File: src/rtl/riscv_decode_stage.sv
// riscv_decode_stage
// RV32I instruction decode with a single registered output stage.
// Register-file addresses come straight from the incoming instruction.
// The read data is sampled together with the decoded control fields on accept.
// A valid/ready pair on each side lets the stage sustain one instruction per cycle.
module riscv_decode_stage #(
  parameter int WORD_LENGTH = 32,
  parameter int EXEC_FUN    = 4
) (
  input  logic                   clk,
  input  logic                   rst_n,
  input  logic                   in_valid,
  output logic                   in_ready,
  input  logic [31:0]            in_instr,
  input  logic [WORD_LENGTH-1:0] in_pc,
  input  logic                   flush,
  output logic [4:0]             rs1_addr,
  output logic [4:0]             rs2_addr,
  input  logic [WORD_LENGTH-1:0] rs1_data,
  input  logic [WORD_LENGTH-1:0] rs2_data,
  output logic                   out_valid,
  input  logic                   out_ready,
  output logic [EXEC_FUN-1:0]    exec_fun,
  output logic [WORD_LENGTH-1:0] data1,
  output logic [WORD_LENGTH-1:0] data2,
  output logic [WORD_LENGTH-1:0] rs2_val,
  output logic [4:0]             rd,
  output logic                   wb_en,
  output logic                   mem_ren,
  output logic                   mem_wen,
  output logic [2:0]             br_type,
  output logic [WORD_LENGTH-1:0] br_target,
  output logic                   illegal
);

  // ALU operation codes
  localparam logic [EXEC_FUN-1:0] ALU_ADD  = 4'd0;
  localparam logic [EXEC_FUN-1:0] ALU_SUB  = 4'd1;
  localparam logic [EXEC_FUN-1:0] ALU_SLL  = 4'd2;
  localparam logic [EXEC_FUN-1:0] ALU_SLT  = 4'd3;
  localparam logic [EXEC_FUN-1:0] ALU_SLTU = 4'd4;
  localparam logic [EXEC_FUN-1:0] ALU_XOR  = 4'd5;
  localparam logic [EXEC_FUN-1:0] ALU_SRL  = 4'd6;
  localparam logic [EXEC_FUN-1:0] ALU_SRA  = 4'd7;
  localparam logic [EXEC_FUN-1:0] ALU_OR   = 4'd8;
  localparam logic [EXEC_FUN-1:0] ALU_AND  = 4'd9;

  // Control-transfer kinds
  localparam logic [2:0] BR_NONE = 3'd0;
  localparam logic [2:0] BR_BEQ  = 3'd1;
  localparam logic [2:0] BR_BNE  = 3'd2;
  localparam logic [2:0] BR_JAL  = 3'd3;
  localparam logic [2:0] BR_JALR = 3'd4;

  // Major opcodes
  localparam logic [6:0] OP_R      = 7'b0110011;
  localparam logic [6:0] OP_I      = 7'b0010011;
  localparam logic [6:0] OP_LUI    = 7'b0110111;
  localparam logic [6:0] OP_AUIPC  = 7'b0010111;
  localparam logic [6:0] OP_LOAD   = 7'b0000011;
  localparam logic [6:0] OP_STORE  = 7'b0100011;
  localparam logic [6:0] OP_BRANCH = 7'b1100011;
  localparam logic [6:0] OP_JAL    = 7'b1101111;
  localparam logic [6:0] OP_JALR   = 7'b1100111;

  localparam logic [WORD_LENGTH-1:0] WORD_ZERO = {WORD_LENGTH{1'b0}};
  localparam logic [WORD_LENGTH-1:0] WORD_FOUR = {{(WORD_LENGTH-3){1'b0}}, 3'b100};
  localparam logic [WORD_LENGTH-1:0] LSB_CLEAR = {{(WORD_LENGTH-1){1'b1}}, 1'b0};

  // funct3 (plus the alternate bit instr[30]) to ALU operation
  function automatic logic [EXEC_FUN-1:0] alu_op(input logic [2:0] f3, input logic alt);
    logic [EXEC_FUN-1:0] op;
    case (f3)
      3'b000:  op = alt ? ALU_SUB : ALU_ADD;
      3'b001:  op = ALU_SLL;
      3'b010:  op = ALU_SLT;
      3'b011:  op = ALU_SLTU;
      3'b100:  op = ALU_XOR;
      3'b101:  op = alt ? ALU_SRA : ALU_SRL;
      3'b110:  op = ALU_OR;
      3'b111:  op = ALU_AND;
      default: op = ALU_ADD;
    endcase
    return op;
  endfunction

  // Register-register: funct7 is zero, or 0100000 only for SUB/SRA
  function automatic logic r_legal(input logic [2:0] f3, input logic [6:0] f7);
    logic ok;
    case (f7)
      7'b0000000: ok = 1'b1;
      7'b0100000: ok = (f3 == 3'b000) || (f3 == 3'b101);
      default:    ok = 1'b0;
    endcase
    return ok;
  endfunction

  // Register-immediate: only the shift forms constrain the upper bits
  function automatic logic i_legal(input logic [2:0] f3, input logic [6:0] f7);
    logic ok;
    case (f3)
      3'b001:  ok = (f7 == 7'b0000000);
      3'b101:  ok = (f7 == 7'b0000000) || (f7 == 7'b0100000);
      default: ok = 1'b1;
    endcase
    return ok;
  endfunction

  // Loads: byte, half, word and their unsigned variants
  function automatic logic load_legal(input logic [2:0] f3);
    logic ok;
    case (f3)
      3'b000, 3'b001, 3'b010, 3'b100, 3'b101: ok = 1'b1;
      default:                                ok = 1'b0;
    endcase
    return ok;
  endfunction

  // Stores: byte, half, word
  function automatic logic store_legal(input logic [2:0] f3);
    logic ok;
    case (f3)
      3'b000, 3'b001, 3'b010: ok = 1'b1;
      default:                ok = 1'b0;
    endcase
    return ok;
  endfunction

  // Instruction fields and immediates
  logic [6:0]             opcode_s;
  logic [2:0]             funct3_s;
  logic [6:0]             funct7_s;
  logic [4:0]             rd_field_s;
  logic [WORD_LENGTH-1:0] rs1_val_s;
  logic [WORD_LENGTH-1:0] rs2_val_s;
  logic [WORD_LENGTH-1:0] imm_i_s;
  logic [WORD_LENGTH-1:0] imm_s_s;
  logic [WORD_LENGTH-1:0] imm_b_s;
  logic [WORD_LENGTH-1:0] imm_j_s;
  logic [WORD_LENGTH-1:0] imm_u_s;
  logic [WORD_LENGTH-1:0] shamt_s;
  logic [WORD_LENGTH-1:0] jalr_sum_s;
  logic                   accept_s;

  // Decoded (pre-register) fields
  logic [EXEC_FUN-1:0]    dec_fun_s;
  logic [WORD_LENGTH-1:0] dec_data1_s;
  logic [WORD_LENGTH-1:0] dec_data2_s;
  logic [WORD_LENGTH-1:0] dec_target_s;
  logic [4:0]             dec_rd_s;
  logic                   dec_writes_s;
  logic                   dec_ren_s;
  logic                   dec_wen_s;
  logic [2:0]             dec_br_s;
  logic                   dec_legal_s;

  // Output stage registers
  logic                   out_valid_r;
  logic [EXEC_FUN-1:0]    exec_fun_r;
  logic [WORD_LENGTH-1:0] data1_r;
  logic [WORD_LENGTH-1:0] data2_r;
  logic [WORD_LENGTH-1:0] rs2_val_r;
  logic [4:0]             rd_r;
  logic                   wb_en_r;
  logic                   mem_ren_r;
  logic                   mem_wen_r;
  logic [2:0]             br_type_r;
  logic [WORD_LENGTH-1:0] br_target_r;
  logic                   illegal_r;

  assign opcode_s   = in_instr[6:0];
  assign funct3_s   = in_instr[14:12];
  assign funct7_s   = in_instr[31:25];
  assign rd_field_s = in_instr[11:7];
  assign rs1_addr   = in_instr[19:15];
  assign rs2_addr   = in_instr[24:20];

  // x0 always reads as zero whatever the register file returns
  assign rs1_val_s = (rs1_addr == 5'd0) ? WORD_ZERO : rs1_data;
  assign rs2_val_s = (rs2_addr == 5'd0) ? WORD_ZERO : rs2_data;

  assign imm_i_s = {{(WORD_LENGTH-12){in_instr[31]}}, in_instr[31:20]};
  assign imm_s_s = {{(WORD_LENGTH-12){in_instr[31]}}, in_instr[31:25], in_instr[11:7]};
  assign imm_b_s = {{(WORD_LENGTH-13){in_instr[31]}}, in_instr[31], in_instr[7],
                    in_instr[30:25], in_instr[11:8], 1'b0};
  assign imm_j_s = {{(WORD_LENGTH-21){in_instr[31]}}, in_instr[31], in_instr[19:12],
                    in_instr[20], in_instr[30:21], 1'b0};
  assign imm_u_s = {{(WORD_LENGTH-31){in_instr[31]}}, in_instr[30:12], 12'b0};
  assign shamt_s = {{(WORD_LENGTH-5){1'b0}}, in_instr[24:20]};

  // JALR target ignores bit 0 of the computed address
  assign jalr_sum_s = rs1_val_s + imm_i_s;

  // A stalled output blocks input; an empty or draining one lets it through
  assign in_ready = !out_valid_r || out_ready;
  assign accept_s = in_valid && in_ready && !flush;

  // Opcode decode into ALU operation, operands, strobes and control transfer
  always_comb begin
    dec_fun_s    = ALU_ADD;
    dec_data1_s  = WORD_ZERO;
    dec_data2_s  = WORD_ZERO;
    dec_target_s = WORD_ZERO;
    dec_rd_s     = 5'd0;
    dec_writes_s = 1'b0;
    dec_ren_s    = 1'b0;
    dec_wen_s    = 1'b0;
    dec_br_s     = BR_NONE;
    dec_legal_s  = 1'b1;
    case (opcode_s)
      OP_R: begin
        dec_legal_s  = r_legal(funct3_s, funct7_s);
        dec_fun_s    = alu_op(funct3_s, in_instr[30]);
        dec_data1_s  = rs1_val_s;
        dec_data2_s  = rs2_val_s;
        dec_rd_s     = rd_field_s;
        dec_writes_s = 1'b1;
      end
      OP_I: begin
        dec_legal_s  = i_legal(funct3_s, funct7_s);
        dec_fun_s    = alu_op(funct3_s, (funct3_s == 3'b101) && in_instr[30]);
        dec_data1_s  = rs1_val_s;
        if ((funct3_s == 3'b001) || (funct3_s == 3'b101)) begin
          dec_data2_s = shamt_s;
        end else begin
          dec_data2_s = imm_i_s;
        end
        dec_rd_s     = rd_field_s;
        dec_writes_s = 1'b1;
      end
      OP_LUI: begin
        dec_data2_s  = imm_u_s;
        dec_rd_s     = rd_field_s;
        dec_writes_s = 1'b1;
      end
      OP_AUIPC: begin
        dec_data1_s  = in_pc;
        dec_data2_s  = imm_u_s;
        dec_rd_s     = rd_field_s;
        dec_writes_s = 1'b1;
      end
      OP_LOAD: begin
        dec_legal_s  = load_legal(funct3_s);
        dec_data1_s  = rs1_val_s;
        dec_data2_s  = imm_i_s;
        dec_rd_s     = rd_field_s;
        dec_writes_s = 1'b1;
        dec_ren_s    = 1'b1;
      end
      OP_STORE: begin
        dec_legal_s = store_legal(funct3_s);
        dec_data1_s = rs1_val_s;
        dec_data2_s = imm_s_s;
        dec_wen_s   = 1'b1;
      end
      OP_BRANCH: begin
        dec_data1_s  = rs1_val_s;
        dec_data2_s  = rs2_val_s;
        dec_target_s = in_pc + imm_b_s;
        case (funct3_s)
          3'b000:  dec_br_s = BR_BEQ;
          3'b001:  dec_br_s = BR_BNE;
          default: dec_legal_s = 1'b0;
        endcase
      end
      OP_JAL: begin
        dec_data1_s  = in_pc;
        dec_data2_s  = WORD_FOUR;
        dec_target_s = in_pc + imm_j_s;
        dec_br_s     = BR_JAL;
        dec_rd_s     = rd_field_s;
        dec_writes_s = 1'b1;
      end
      OP_JALR: begin
        dec_legal_s  = (funct3_s == 3'b000);
        dec_data1_s  = in_pc;
        dec_data2_s  = WORD_FOUR;
        dec_target_s = jalr_sum_s & LSB_CLEAR;
        dec_br_s     = BR_JALR;
        dec_rd_s     = rd_field_s;
        dec_writes_s = 1'b1;
      end
      default: begin
        dec_legal_s = 1'b0;
      end
    endcase
  end

  // Output stage: flush wins, then capture on accept, then drain when taken
  always_ff @(posedge clk or negedge rst_n) begin
    if (!rst_n) begin
      out_valid_r <= 1'b0;
      exec_fun_r  <= ALU_ADD;
      data1_r     <= WORD_ZERO;
      data2_r     <= WORD_ZERO;
      rs2_val_r   <= WORD_ZERO;
      rd_r        <= 5'd0;
      wb_en_r     <= 1'b0;
      mem_ren_r   <= 1'b0;
      mem_wen_r   <= 1'b0;
      br_type_r   <= BR_NONE;
      br_target_r <= WORD_ZERO;
      illegal_r   <= 1'b0;
    end else if (flush) begin
      out_valid_r <= 1'b0;
    end else if (accept_s) begin
      out_valid_r <= 1'b1;
      rs2_val_r   <= rs2_val_s;
      illegal_r   <= !dec_legal_s;
      if (dec_legal_s) begin
        exec_fun_r  <= dec_fun_s;
        data1_r     <= dec_data1_s;
        data2_r     <= dec_data2_s;
        rd_r        <= dec_rd_s;
        wb_en_r     <= dec_writes_s && (dec_rd_s != 5'd0);
        mem_ren_r   <= dec_ren_s;
        mem_wen_r   <= dec_wen_s;
        br_type_r   <= dec_br_s;
        br_target_r <= dec_target_s;
      end else begin
        // Unsupported encodings travel on with every side effect suppressed
        exec_fun_r  <= ALU_ADD;
        data1_r     <= WORD_ZERO;
        data2_r     <= WORD_ZERO;
        rd_r        <= 5'd0;
        wb_en_r     <= 1'b0;
        mem_ren_r   <= 1'b0;
        mem_wen_r   <= 1'b0;
        br_type_r   <= BR_NONE;
        br_target_r <= WORD_ZERO;
      end
    end else if (out_ready) begin
      out_valid_r <= 1'b0;
    end
  end

  assign out_valid = out_valid_r;
  assign exec_fun  = exec_fun_r;
  assign data1     = data1_r;
  assign data2     = data2_r;
  assign rs2_val   = rs2_val_r;
  assign rd        = rd_r;
  assign wb_en     = wb_en_r;
  assign mem_ren   = mem_ren_r;
  assign mem_wen   = mem_wen_r;
  assign br_type   = br_type_r;
  assign br_target = br_target_r;
  assign illegal   = illegal_r;

endmodule

File: config.mk
export PLATFORM = sky130hd
export DESIGN_NAME = riscv_decode_stage
export DESIGN_NICKNAME = d
export VERILOG_FILES = /design/src/rtl/riscv_decode_stage.sv
export SDC_FILE = /design/constraint.sdc
export NUM_CORES = 1
export LEC_CHECK = 0
export ABC_AREA = 1
export CAP_MARGIN = 20
export CORE_ASPECT_RATIO = 1.2
export CORE_MARGIN = 1.5
export CORE_UTILIZATION = 50
export CTS_BUF_LIST = sky130_fd_sc_hd__clkbuf_16
export CTS_CLUSTER_DIAMETER = 30
export DETAILED_ROUTE_END_ITERATION = 12
export PLACE_DENSITY = 0.82
export SLEW_MARGIN = 20
export SYNTH_ARGS = -nofsm -noshare
export SYNTH_HDL_FRONTEND = slang
export SYNTH_SLANG_ARGS = --single-unit
export TNS_END_PERCENT = 50
File: constraint.sdc
create_clock -name clk -period 1.7 [get_ports clk]
set_input_delay 0.34 -clock clk [delete_from_list [all_inputs] [get_ports clk]]
set_output_delay 0.34 -clock clk [all_outputs]
set_load 0.005 [all_outputs]
==> results of run 1 <==
## kinds of logic after synthesis
group	after synthesis
AO/OA/AOI/OAI	352
XOR/XNOR	23
adder cells (fa/ha/maj)	65
buffers and inverters	226
flip-flops	145
AND/OR/NAND/NOR	741
## per-stage QoR
| step | setup WS, ns | setup TNS, ns | util |
|---|---|---|---|
| floorplan | -0.939 | -24.55 | - |
| global placement | -1.86 | -131.45 | 0.781 |
| detailed placement | -1.87 | -145.48 | 0.781 |
| CTS | -0.817 | -38.09 | 0.907 |
## timing repair
item                       in CTS
setup endpoints to repair     161
resized for setup             470
pin swaps                     123
hold endpoints to repair       15
cloned                          8
hold buffers                    1
setup buffers                  41
## routing by layer
| layer | track usage | GRT overflow |
|---|---|---|
| met3 | 0.707 | 0 |
| met1 | 0.778 | 1 |
| met5 | 0.481 | 0 |
| met4 | 0.778 | 12 |
| met2 | 0.918 | 11 |
==> impl_metrics.env, run 1 <==
export IMPL_die_w_um=137
export IMPL_fp_dieH_um=164
export IMPL_avgSynthCellArea_um2=6.95
export IMPL_synth_ff_type="dfrtp_1"
export IMPL_synthAdderAreaFrac=0.0768
export IMPL_muxShareOfSynthArea=0
export IMPL_cts_max_level=4
export IMPL_placed_area_mm2=0.0164
export IMPL_clock_root_buffer="clkbuf_16"
export IMPL_status="did not finish"
export IMPL_synth_most_common_cell="nand2_1"
export IMPL_async_flop_share=1.00
export IMPL_first_global_vias=19000
export IMPL_synthTopCellsByArea="dfrtp_1 34%, nand2_1 15%, ha_1 7.3%"
export IMPL_synth_top_family_by_area="simple AND/OR/NAND/NOR gates"
export IMPL_clockBufferDepth=2
export IMPL_synth_commonest_cells="427 x nand2_1, 159 x inv_1, 145 x dfrtp_1, 135 x nor2_1, 126 x o21ai_0"
export IMPL_synth_largest_area_cell="dfrtp_1"
export IMPL_numCtsBuffers=17
export IMPL_synth_simple_area_share=0.289
export IMPL_netlist_area_mm2=0.0108
export IMPL_place_inst=2366
export IMPL_initial_core_util=0.512
export IMPL_synth_xor_area_share=0.0187
export IMPL_num_rows=58
export IMPL_grt_pass1_wl_um=129000
export IMPL_flow_stopped_at="global routing"
export IMPL_yosysSeqAreaShare=0.337
export IMPL_synth_seq_cells=145
export IMPL_synth_enable_flop_cells=0
export IMPL_track_usage=0.795
export IMPL_hpwlAfterDp_um=40300
export IMPL_gp_routability_congestion=0.961
export IMPL_port_buffer_count=288
export IMPL_clock_sinks=145
export IMPL_syn_nets=1750
export IMPL_gr_total_overflow=24
export IMPL_pin_count=289
export IMPL_synthCells=1552
export IMPL_yosysWarnings=0
export IMPL_grt_max_degree=74
export IMPL_yosys_cell_types_count=43
export IMPL_synth_compound_area_frac=0.193
export IMPL_synth_top_cell_area_share=0.337
export IMPL_error="[ERROR GRT-0116] Global routing finished with congestion. Check the congestion regions in the DRC Viewer."
==> run 2: changes to the inputs <==
CORE_ASPECT_RATIO = not set   (was 1.2)
CORE_UTILIZATION = 39   (was 50)
CTS_BUF_LIST = not set   (was sky130_fd_sc_hd__clkbuf_16)
CTS_CLUSTER_DIAMETER = not set   (was 30)
PLACE_DENSITY = not set   (was 0.82)
PLACE_DENSITY_LB_ADDON = 0.15   (was not set)
==> impl_metrics.env, run 2 <==
export IMPL_synth_seq_cells=145
export IMPL_drt_iter0_drc=1287
export IMPL_grt_pass1_wl_um=80500
export IMPL_seqPwrFrac=0.290
export IMPL_worstSetupPathType="primary input to flop"
export IMPL_finalCritPeriodShare=1.44
export IMPL_synthTopCellsByArea="dfrtp_1 34%, nand2_1 15%, ha_1 7.3%"
export IMPL_p_int_w=0.00803
export IMPL_clk_latency_ns=0.44
export IMPL_final_antenna_net_count=0
export IMPL_fin_skew_ns=0.0128
export IMPL_syn_nets=1750
export IMPL_drt_pass1_iter_count=5
export IMPL_worst_setup_path_start_kind="primary input"
export IMPL_p_sw_w=0.00448
export IMPL_vias_per_cell=5.61
export IMPL_yosysWarnings=0
export IMPL_grt_max_degree=53
export IMPL_setup_tns_final_ns=-35.86
export IMPL_max_freq_ghz=0.409
export IMPL_drt_wl_total_um=55700
export IMPL_synthCells=1552
export IMPL_first_global_vias=13900
export IMPL_synth_ff_type="dfrtp_1"
export IMPL_synth_enable_flop_cells=0
export IMPL_r2r_slack_ns=-0.03
export IMPL_hold_class="primary input to asynchronous set/reset pin"
export IMPL_areaGrowthSynthToFinish_pct=88.0
export IMPL_clock_sinks=145
export IMPL_wl_per_cell_um=21.7
export IMPL_antenna_cells=0
export IMPL_cts_tree="built"
export IMPL_synth_most_common_cell="nand2_1"
export IMPL_setup_viol=114
export IMPL_die_w_um=169
export IMPL_final_fill_count=1985
export IMPL_seqCellArea_mm2=0.00363
export IMPL_initial_core_util=0.399
export IMPL_drc_errors=0
export IMPL_gr_total_overflow=0
export IMPL_port_buffer_count=288
export IMPL_pin_count=289
export IMPL_clockBufferDepth=2
export IMPL_gp_routability_congestion=0.956
export IMPL_final_nets=2414
export IMPL_cts_clk_slew_worst_paths_ns=0.09
export IMPL_crit_arrival_ns=2.83
export IMPL_hpwlAfterDp_um=40000
export IMPL_relSlewSlack=0.575
export IMPL_rsz0062_at_grt="true"
export IMPL_netlist_area_mm2=0.0108
export IMPL_core_mm2=0.0270
export IMPL_p_clk_frac=0.332
export IMPL_numCtsBuffers=17
export IMPL_synth_commonest_cells="427 x nand2_1, 159 x inv_1, 145 x dfrtp_1, 135 x nor2_1, 126 x o21ai_0"
export IMPL_violations="setup timing"
export IMPL_die_area_mm2=0.0286
export IMPL_endpoint_kind="flop"
export IMPL_power_leakage_nw=9.67
export IMPL_fin_util=0.750
export IMPL_layout_commonest_cell="buf_4"
export IMPL_p_sw_frac=0.358
export IMPL_crit_required_ns=2.08
export IMPL_status="finished, violations left"
export IMPL_pre_cts_slack_ns=-1.88
export IMPL_multi_input_comb_area_mm2=0.00834
export IMPL_power_share_combinational=0.377
export IMPL_drive_gt1_frac=0.391
export IMPL_fp_dieH_um=169
export IMPL_final_area_mm2=0.0203
export IMPL_antenna_found_initial=0
export IMPL_yosys_cell_types_count=43
export IMPL_num_rows=60
export IMPL_placed_area_mm2=0.0168
export IMPL_setup_slack_ns=-0.746
export IMPL_final_max_slew_viol_count=0
export IMPL_synth_top_cell_area_share=0.337
export IMPL_clock_root_buffer="clkbuf_16"
export IMPL_cts_max_level=4
export IMPL_ir_worst_vdd_mv=0.565
export IMPL_cellPowerDensity_mw_per_mm2=617
export IMPL_fin_crit_ns=2.45
export IMPL_track_usage=0.371
export IMPL_cp_max_fo=6
export IMPL_synth_largest_area_cell="dfrtp_1"
export IMPL_mostFrequentLayoutCells="345 x buf_4, 331 x nand2_1, 242 x clkdlybuf4s50_1, 144 x dfrtp_1, 130 x inv_1"
export IMPL_maxCapViolations=0
export IMPL_yosysSeqAreaShare=0.337
export IMPL_tightest_slew_ns=0.631
export IMPL_hold_viol_final=0
export IMPL_avgSynthCellArea_um2=6.95
export IMPL_num_vias=14400
export IMPL_async_flop_share=1.00
## run 2: cell counts after synthesis
No cell type changed its count.
## run 2: cells by family after synthesis
group	synth area share
AND/OR/NAND/NOR	0.289
AO/OA/AOI/OAI	0.193
buffers and inverters	0.0851
flip-flops	0.337
adder cells (fa/ha/maj)	0.0768
XOR/XNOR	0.0187
## run 2: metal layers
metal	vias to the layer above	wire [um]	GRT usage
met2	683	26100	0.626
met3	160	4120	0.0553
met1	7009	23000	0.480
met4	0	2490	0.140
met5	-	0	0
li1	6567	-	-
## run 2: cell type report
class,count,share of cell area
clock buffers,17,0.0210
clock inverters,15,0.00908
inverters,168,0.0326
multi-input cells,1182,0.412
flip-flops and latches,145,0.179
well taps,341,0.0211
repair buffers,702,0.326
## run 2: what timing repair did
| action | in CTS | in global routing |
|---|---|---|
| endpoints found under the setup margin | 134 | 119 |
| buffers inserted | 45 | 23 |
| endpoints found under the hold margin | 27 | 0 |
| gates resized for setup | 394 | 283 |
| hold buffers | 1 | 0 |
| pin swaps | 74 | 120 |
| gates cloned | 9 | 2 |
## run 2: worst max-delay path: stages
cell	delay [ns]
buf_6	0.10
nor2_4	0.11
nand2_2	0.09
nor2_4	0.17
nand2_4	0.12
o21ai_2	0.15
ha_2	0.21
inv_2	0.04
fa_2	0.36
o21ai_4	0.19
nand2_1	0.11
nand2_2	0.09
nand2_2	0.07
nand2_4	0.12
nand3_2	0.08
nand2_1	0.09
nor2_1	0.04
nor2_1	0.11
nand2_1	0.13
nand3_1	0.09
## run 2: power by group through the flow
stage                     Clock (W)  Combinational [W]  Sequential [W]
after CTS                   0.00416            0.00415         0.00363
after global placement            0            0.00362         0.00369
after global routing        0.00429            0.00501         0.00364
final                       0.00416            0.00472         0.00363
after detailed placement          0            0.00363         0.00370
after floorplan                   0            0.00148         0.00371
## run 2: final timing paths
kind                               from            end  cells after the start
hold / removal                    rst_n      data2[23]                      2
setup reg to reg              out_valid  br_target[31]                      9
max in group asynchronous         rst_n      data2[11]                      3
hold reg to reg             rs2_val[10]    rs2_val[10]                      2
setup / recovery            in_instr[4]  br_target[17]                     20
min in group clk           in_instr[16]      data2[16]                      4
## run 2: stage by stage
step                      hold slack, ns  total power, W  std cells
after CTS                          0.333          0.0120       2555
after global routing               0.366          0.0129       2570
final                              0.338          0.0125       2570
after global placement             0.254         0.00731       2474
after detailed placement           0.252         0.00733       2474
after floorplan                   0.0444         0.00519       1552
No activity file was read; power rests on OpenSTA's default activity.
